[config.mk]
export PLATFORM = sky130hd
export DESIGN_NAME = regex_instr_mem_arbiter_flat
export DESIGN_NICKNAME = d
export VERILOG_FILES = /design/src/rtl/regex_instr_mem_arbiter_if.sv /design/src/rtl/regex_instr_mem_arbiter.sv /design/src/flat_wrapper.sv
export SDC_FILE = /design/constraint.sdc
export NUM_CORES = 1
export LEC_CHECK = 0
export BUFFER_PORTS_ARGS = -buffer_cell sky130_fd_sc_hd__buf_4
export CELL_PAD_IN_SITES_DETAIL_PLACEMENT = 1
export CELL_PAD_IN_SITES_GLOBAL_PLACEMENT = 1
export CORE_MARGIN = 5
export CORE_UTILIZATION = 34
export CTS_BUF_LIST = sky130_fd_sc_hd__clkbuf_8
export DETAILED_ROUTE_END_ITERATION = 10
export HOLD_SLACK_MARGIN = 0.06
export PLACE_DENSITY = 0.93
export SLEW_MARGIN = 20
export SYNTH_ARGS = -nofsm -noshare
export SYNTH_HDL_FRONTEND = slang
export SYNTH_SLANG_ARGS = --single-unit
export TNS_END_PERCENT = 50
[constraint.sdc]
create_clock -name clk_i -period 3.16 [get_ports clk_i]
set_clock_uncertainty 0.1 [all_clocks]
set_input_delay 0.158 -clock clk_i [delete_from_list [all_inputs] [get_ports clk_i]]
set_output_delay 0.158 -clock clk_i [all_outputs]
set_load 0.02 [all_outputs]
[src/rtl/regex_instr_mem_arbiter_if.sv]
// Fetch-side and BRAM-side bus of the shared instruction memory arbiter.
// The arbiter uses the slave view; the CPU array plus BRAM model use the master view.
interface regex_instr_mem_arbiter_if #(
  parameter int N_CPU             = 4,
  parameter int MEMORY_WIDTH      = 16,
  parameter int MEMORY_ADDR_WIDTH = 11,
  parameter int ID_BITS           = (N_CPU > 1) ? $clog2(N_CPU) : 1
);
  logic [N_CPU-1:0]                   cpu_mem_valid;
  logic [N_CPU*MEMORY_ADDR_WIDTH-1:0] cpu_mem_addr;
  logic [N_CPU-1:0]                   cpu_mem_ready;
  logic [MEMORY_WIDTH-1:0]            cpu_mem_data;
  logic                               mem_en;
  logic [MEMORY_ADDR_WIDTH-1:0]       mem_addr;
  logic [MEMORY_WIDTH-1:0]            mem_rdata;
  logic                               busy;
  logic [ID_BITS-1:0]                 grant_id;

  modport slave (
    input  cpu_mem_valid, cpu_mem_addr, mem_rdata,
    output cpu_mem_ready, cpu_mem_data, mem_en, mem_addr, busy, grant_id
  );

  modport master (
    output cpu_mem_valid, cpu_mem_addr, mem_rdata,
    input  cpu_mem_ready, cpu_mem_data, mem_en, mem_addr, busy, grant_id
  );
endinterface

[src/rtl/regex_instr_mem_arbiter.sv]
// Round-robin arbiter sharing one single-port instruction BRAM between N_CPU
// fetch ports, one outstanding read at a time. All outputs are registered.
//
// state | meaning
// IDLE  | waiting for any fetch request; arbitration happens here
// READ  | BRAM read in flight; mem_en pulses in the first cycle only
// ACK   | ready pulse to the winner is visible; capture BRAM data
module regex_instr_mem_arbiter #(
  parameter int N_CPU             = 4,
  parameter int MEMORY_WIDTH      = 16,
  parameter int MEMORY_ADDR_WIDTH = 11,
  parameter int MEM_LATENCY       = 1
) (
  input logic                     clk_i,
  input logic                     rst_i,
  regex_instr_mem_arbiter_if.slave bus
);
  localparam int ID_BITS  = (N_CPU > 1) ? $clog2(N_CPU) : 1;
  localparam int LAT_BITS = (MEM_LATENCY > 1) ? $clog2(MEM_LATENCY) : 1;

  localparam logic [1:0] ST_IDLE = 2'd0;
  localparam logic [1:0] ST_READ = 2'd1;
  localparam logic [1:0] ST_ACK  = 2'd2;

  logic [1:0]                   state_q, state_d;
  logic [ID_BITS-1:0]           rr_ptr_q, rr_ptr_d;
  logic [ID_BITS-1:0]           grant_id_q, grant_id_d;
  logic [LAT_BITS-1:0]          lat_cnt_q, lat_cnt_d;
  logic [N_CPU-1:0]             ready_q, ready_d;
  logic [MEMORY_WIDTH-1:0]      data_q, data_d;
  logic                         mem_en_q, mem_en_d;
  logic [MEMORY_ADDR_WIDTH-1:0] mem_addr_q, mem_addr_d;
  logic                         busy_q, busy_d;

  logic [MEMORY_ADDR_WIDTH-1:0] addr_arr [N_CPU];
  logic [ID_BITS:0]             idx_w;
  logic [ID_BITS-1:0]           winner;
  logic                         found;

  // Split the flat address bus into per-CPU addresses
  always_comb begin
    for (int i = 0; i < N_CPU; i++) begin
      addr_arr[i] = bus.cpu_mem_addr[i*MEMORY_ADDR_WIDTH +: MEMORY_ADDR_WIDTH];
    end
  end

  // Round-robin search starting at rr_ptr, wrapping mod N_CPU
  always_comb begin
    winner = rr_ptr_q;
    found  = 1'b0;
    idx_w  = '0;
    for (int k = 0; k < N_CPU; k++) begin
      idx_w = {1'b0, rr_ptr_q} + (ID_BITS+1)'(k);
      if (idx_w >= (ID_BITS+1)'(N_CPU)) begin
        idx_w = idx_w - (ID_BITS+1)'(N_CPU);
      end
      if (!found && bus.cpu_mem_valid[idx_w[ID_BITS-1:0]]) begin
        found  = 1'b1;
        winner = idx_w[ID_BITS-1:0];
      end
    end
  end

  // Next-state logic for the transaction FSM and its output registers
  always_comb begin
    state_d    = state_q;
    rr_ptr_d   = rr_ptr_q;
    grant_id_d = grant_id_q;
    lat_cnt_d  = lat_cnt_q;
    ready_d    = '0;
    data_d     = data_q;
    mem_en_d   = 1'b0;
    mem_addr_d = mem_addr_q;
    case (state_q)
      ST_IDLE: begin
        if (found) begin
          grant_id_d = winner;
          mem_addr_d = addr_arr[winner];
          mem_en_d   = 1'b1;
          lat_cnt_d  = LAT_BITS'(MEM_LATENCY - 1);
          state_d    = ST_READ;
        end
      end
      ST_READ: begin
        if (lat_cnt_q == '0) begin
          for (int i = 0; i < N_CPU; i++) begin
            if (ID_BITS'(i) == grant_id_q) ready_d[i] = 1'b1;
          end
          state_d = ST_ACK;
        end else begin
          lat_cnt_d = lat_cnt_q - 1'b1;
        end
      end
      ST_ACK: begin
        data_d   = bus.mem_rdata;
        rr_ptr_d = (grant_id_q == ID_BITS'(N_CPU - 1)) ? '0 : grant_id_q + 1'b1;
        state_d  = ST_IDLE;
      end
      default: state_d = ST_IDLE;
    endcase
    busy_d = (state_d != ST_IDLE);
  end

  // Register state and outputs; synchronous reset discards any pending read
  always_ff @(posedge clk_i) begin
    if (rst_i) begin
      state_q    <= ST_IDLE;
      rr_ptr_q   <= '0;
      grant_id_q <= '0;
      lat_cnt_q  <= '0;
      ready_q    <= '0;
      data_q     <= '0;
      mem_en_q   <= 1'b0;
      mem_addr_q <= '0;
      busy_q     <= 1'b0;
    end else begin
      state_q    <= state_d;
      rr_ptr_q   <= rr_ptr_d;
      grant_id_q <= grant_id_d;
      lat_cnt_q  <= lat_cnt_d;
      ready_q    <= ready_d;
      data_q     <= data_d;
      mem_en_q   <= mem_en_d;
      mem_addr_q <= mem_addr_d;
      busy_q     <= busy_d;
    end
  end

  assign bus.cpu_mem_ready = ready_q;
  assign bus.cpu_mem_data  = data_q;
  assign bus.mem_en        = mem_en_q;
  assign bus.mem_addr      = mem_addr_q;
  assign bus.busy          = busy_q;
  assign bus.grant_id      = grant_id_q;
endmodule

[src/flat_wrapper.sv]
// flat-port wrapper written by rule: the top's interface ports become plain ports
module regex_instr_mem_arbiter_flat 
#(
  parameter int N_CPU             = 4,
  parameter int MEMORY_WIDTH      = 16,
  parameter int MEMORY_ADDR_WIDTH = 11,
  parameter int MEM_LATENCY       = 1
)
  (clk_i, rst_i, bus_cpu_mem_valid, bus_cpu_mem_addr, bus_mem_rdata, bus_cpu_mem_ready, bus_cpu_mem_data, bus_mem_en, bus_mem_addr, bus_busy, bus_grant_id);
  regex_instr_mem_arbiter_if #(.N_CPU(N_CPU), .MEMORY_WIDTH(MEMORY_WIDTH), .MEMORY_ADDR_WIDTH(MEMORY_ADDR_WIDTH)) bus_i ();
  input logic clk_i;
  input logic rst_i;
  input wire logic [$bits(bus_i.cpu_mem_valid)-1:0] bus_cpu_mem_valid;
  input wire logic [$bits(bus_i.cpu_mem_addr)-1:0] bus_cpu_mem_addr;
  input wire logic [$bits(bus_i.mem_rdata)-1:0] bus_mem_rdata;
  output wire logic [$bits(bus_i.cpu_mem_ready)-1:0] bus_cpu_mem_ready;
  output wire logic [$bits(bus_i.cpu_mem_data)-1:0] bus_cpu_mem_data;
  output wire logic [$bits(bus_i.mem_en)-1:0] bus_mem_en;
  output wire logic [$bits(bus_i.mem_addr)-1:0] bus_mem_addr;
  output wire logic [$bits(bus_i.busy)-1:0] bus_busy;
  output wire logic [$bits(bus_i.grant_id)-1:0] bus_grant_id;
  assign bus_i.cpu_mem_valid = bus_cpu_mem_valid;
  assign bus_i.cpu_mem_addr = bus_cpu_mem_addr;
  assign bus_i.mem_rdata = bus_mem_rdata;
  assign bus_cpu_mem_ready = bus_i.cpu_mem_ready;
  assign bus_cpu_mem_data = bus_i.cpu_mem_data;
  assign bus_mem_en = bus_i.mem_en;
  assign bus_mem_addr = bus_i.mem_addr;
  assign bus_busy = bus_i.busy;
  assign bus_grant_id = bus_i.grant_id;
  regex_instr_mem_arbiter #(.N_CPU(N_CPU), .MEMORY_WIDTH(MEMORY_WIDTH), .MEMORY_ADDR_WIDTH(MEMORY_ADDR_WIDTH), .MEM_LATENCY(MEM_LATENCY)) u_core (.clk_i(clk_i), .rst_i(rst_i), .bus(bus_i));
endmodule
==> results.json <==
{
  "status": "complete, no violations",
  "area_growth_pct": 62.4,
  "clk_path_buf_depth": 2,
  "fp.dieH_um": 80.9,
  "power.clock.fraction_pct": 33.2,
  "worstMarginPinSlew_ns": 0.797,
  "clk_pin_slew_ns": 0.07,
  "h-tree-depth": 2,
  "hp-class": "primary input to flip-flop",
  "wl_per_cell_um": 17.4,
  "final_cell_mix": "buf_4, nand2_1, dfxtp_1",
  "finalCritPeriodShare_pct": 60.3,
  "ys_seq_area_share_pct": 45.7,
  "viasPerCell": 4.97,
  "syn_area_um2": 1710,
  "internal-power_uw": 941,
  "worstPathRequired_ns": 3.25,
  "n_antenna_cell": 0,
  "stdcell_count": 370,
  "synth-seq-cells": 39,
  "yosys_most_used_dff": "dfxtp_1",
  "yosysWarnings": 0,
  "remaining_drc_errors": 0,
  "core_area_um2": 4820,
  "routed_wl_um": 6440,
  "first_iter_violations": 93,
  "grt.met2_usage_pct": 37.6,
  "place_hpwl_um": 4490,
  "finalPower_mw": 1.30,
  "placed_cells": 346,
  "slew_headroom_pct": 46.9,
  "worstPathArrival_ns": 1.99,
  "slowest_delay_ns": 0.63,
  "cts_setup_buffers": 0,
  "cp_max_fo": 11,
  "port_buffers": 100,
  "synth_edf_count": 0,
  "drive_gt1_share_pct": 38.0,
  "grt_pass1_vias": 2030,
  "cts_tree": "built",
  "final_net_count": 372,
  "setup_violations": 0,
  "busiest_layer": "met2",
  "drv_slew": 0,
  "rsz0062_at_grt": "false",
  "dp_slack_ns": 1.03,
  "fmax_mhz": 525,
  "min_period_ns": 1.91,
  "grt_use_met1_pct": 22.1,
  "crit_chain": "buf_4 -> nor4_1 -> nor3_1 -> nor2_1 -> nand2_1 -> o221ai_1",
  "antenna_found_initial": 0,
  "worstSetupStartpointType": "primary input",
  "syn_avg_cell_area_um2": 9.09,
  "io_pins": 101,
  "grt_max_degree": 25,
  "p_sw_uw": 356,
  "rows": 25,
  "ys_types": 26,
  "crit_slowest_cell": "nor2_1",
  "critPathBufInv": 1,
  "cts_buffers": 5,
  "syn-instance-count": 188,
  "p_comb_share_pct": 23.9,
  "dr.pass1.iters": 4,
  "seq_power_share_pct": 42.9,
  "final.setup.tns_ns": 0,
  "fp.dieW_um": 80.9,
  "track_usage_pct": 20.0,
  "leakage_nw": 1.23,
  "final_common_cell": "buf_4",
  "critPathTopFamily": "simple AND/OR/NAND/NOR gates",
  "place_congestion": 0.740,
  "end_kind": "flip-flop",
  "ir_worst_vdd_mv": 0.303,
  "insertion_delay_ns": 0.28,
  "die_area_um2": 6540,
  "vias": 1838,
  "synthArstFlopShare_pct": 0,
  "grt_pass1_wl_um": 10100,
  "initial_core_util_pct": 35.5,
  "fillers": 598,
  "holdPathStages": 3,
  "switching_share_pct": 27.4,
  "setup_ws_ns": 1.25,
  "grt_util_met3_pct": 3.66,
  "hold_viol": 0,
  "r2r_cells": 6,
  "grt_remaining_overflow": 0,
  "synth_nets": 258,
  "p_per_area_nw_per_um2": 467,
  "root_buffer": "clkbuf_8",
  "maxCapViolCount": 0,
  "antenna_left": 0,
  "clock_sinks": 39,
  "worst-path-stages": 6,
  "crit_type": "primary input to flip-flop"
}
==> Yosys cell counts, drive strengths merged (3+ instances only) <==
library cell  number  area share [%]
nand2             47              10
nor2               6             1.3
nor2b              3             1.1
o21ai              3            0.88
buf                5             2.2
a21oi             19             5.6
and2               4             1.5
inv                3            0.66
dfxtp             39              46
nor4               3             1.5
mux2i             24              14
clkbuf             6             1.3
ha                 4             2.9
o221ai            11             5.6
==> sequential cells by signal (all words and copies together), names as in the netlist <==
register,flops
u_core.bus.cpu_mem_data,16
u_core.bus.grant_id,2
u_core.rr_ptr_q,2
u_core.bus.cpu_mem_ready,4
u_core.bus.busy,1
u_core.bus.mem_en,1
u_core.bus.mem_addr,11
u_core.state_q,2
==> final cells by class <==
class	instances	area [um^2]	share of cell area, %
timing repair buffer	118	926	33.3
multi-input combinational	135	857	30.9
sequential	39	781	28.1
inverter	3	11.3	0.406
clock inverter	2	35.0	1.26
clock buffer	6	82.6	2.97
tap	67	83.8	3.02
==> per-layer routing <==
layer	routed length, um	up-vias
met4	196	0
met1	2390	888
met3	225	20
li1	-	879
met5	0	-
met2	3620	51
==> worst register-to-register path, delay by kind of cell, from the launching register on <==
family | cells | cell delay [ns]
compound gates | 3 | 0.42
flops | 1 | 0.40
buf+inv | 1 | 0.38
mux | 1 | 0.30
simple gates | 1 | 0.14
==> final timing paths <==
check	from	end	slack, ns
worst max register to register	u_core.rr_ptr_q[1]	u_core.bus.mem_addr[10]	1.29
worst min register to register	u_core.bus.cpu_mem_data[10]	u_core.bus.cpu_mem_data[10]	0.36
worst max-delay path	bus_cpu_mem_valid[1]	u_core.bus.mem_addr[4]	1.25
worst min-delay path	bus_cpu_mem_addr[9]	u_core.bus.mem_addr[9]	0.07
==> power by group through the flow <==
stage / logic, mW / clock network [mW] / registers [mW]
5_1_grt: 0.333 / 0.465 / 0.560
3_5_place_dp: 0.292 / 0 / 0.564
3_3_place_gp: 0.281 / 0 / 0.563
2_1_floorplan: 0.107 / 0 / 0.602
6_report: 0.310 / 0.431 / 0.556
4_1_cts: 0.310 / 0.431 / 0.554
==> cells by family after synthesis <==
kind of cell,synth area share [%]
DFF,45.7
and+or+nand+nor,18.7
AOI/OAI and AO/OA,14.5
muxes,14.1
buffers and inverters,4.17
adders and majority gates,2.93
==> repair_timing <==
action / in CTS / in global routing
resized for setup: 0 / 0
hold endpoints to repair: 16 / 0
endpoints found under the setup margin: 0 / 0
hold buffers: 16 / 0
==> per-stage QoR <==
stage / cell area (um^2) / util [%] / hold WS, ns
6_report: 2780 / 57.6 / 0.0746
5_1_grt: 2780 / 57.6 / 0.0910
4_1_cts: 2780 / 57.6 / 0.0762
3_5_place_dp: 2500 / 51.9 / 0.317
3_3_place_gp: 2500 / 51.9 / 0.305
2_1_floorplan: 1710 / - / 0.135
Power figures use the tool's default switching activity.
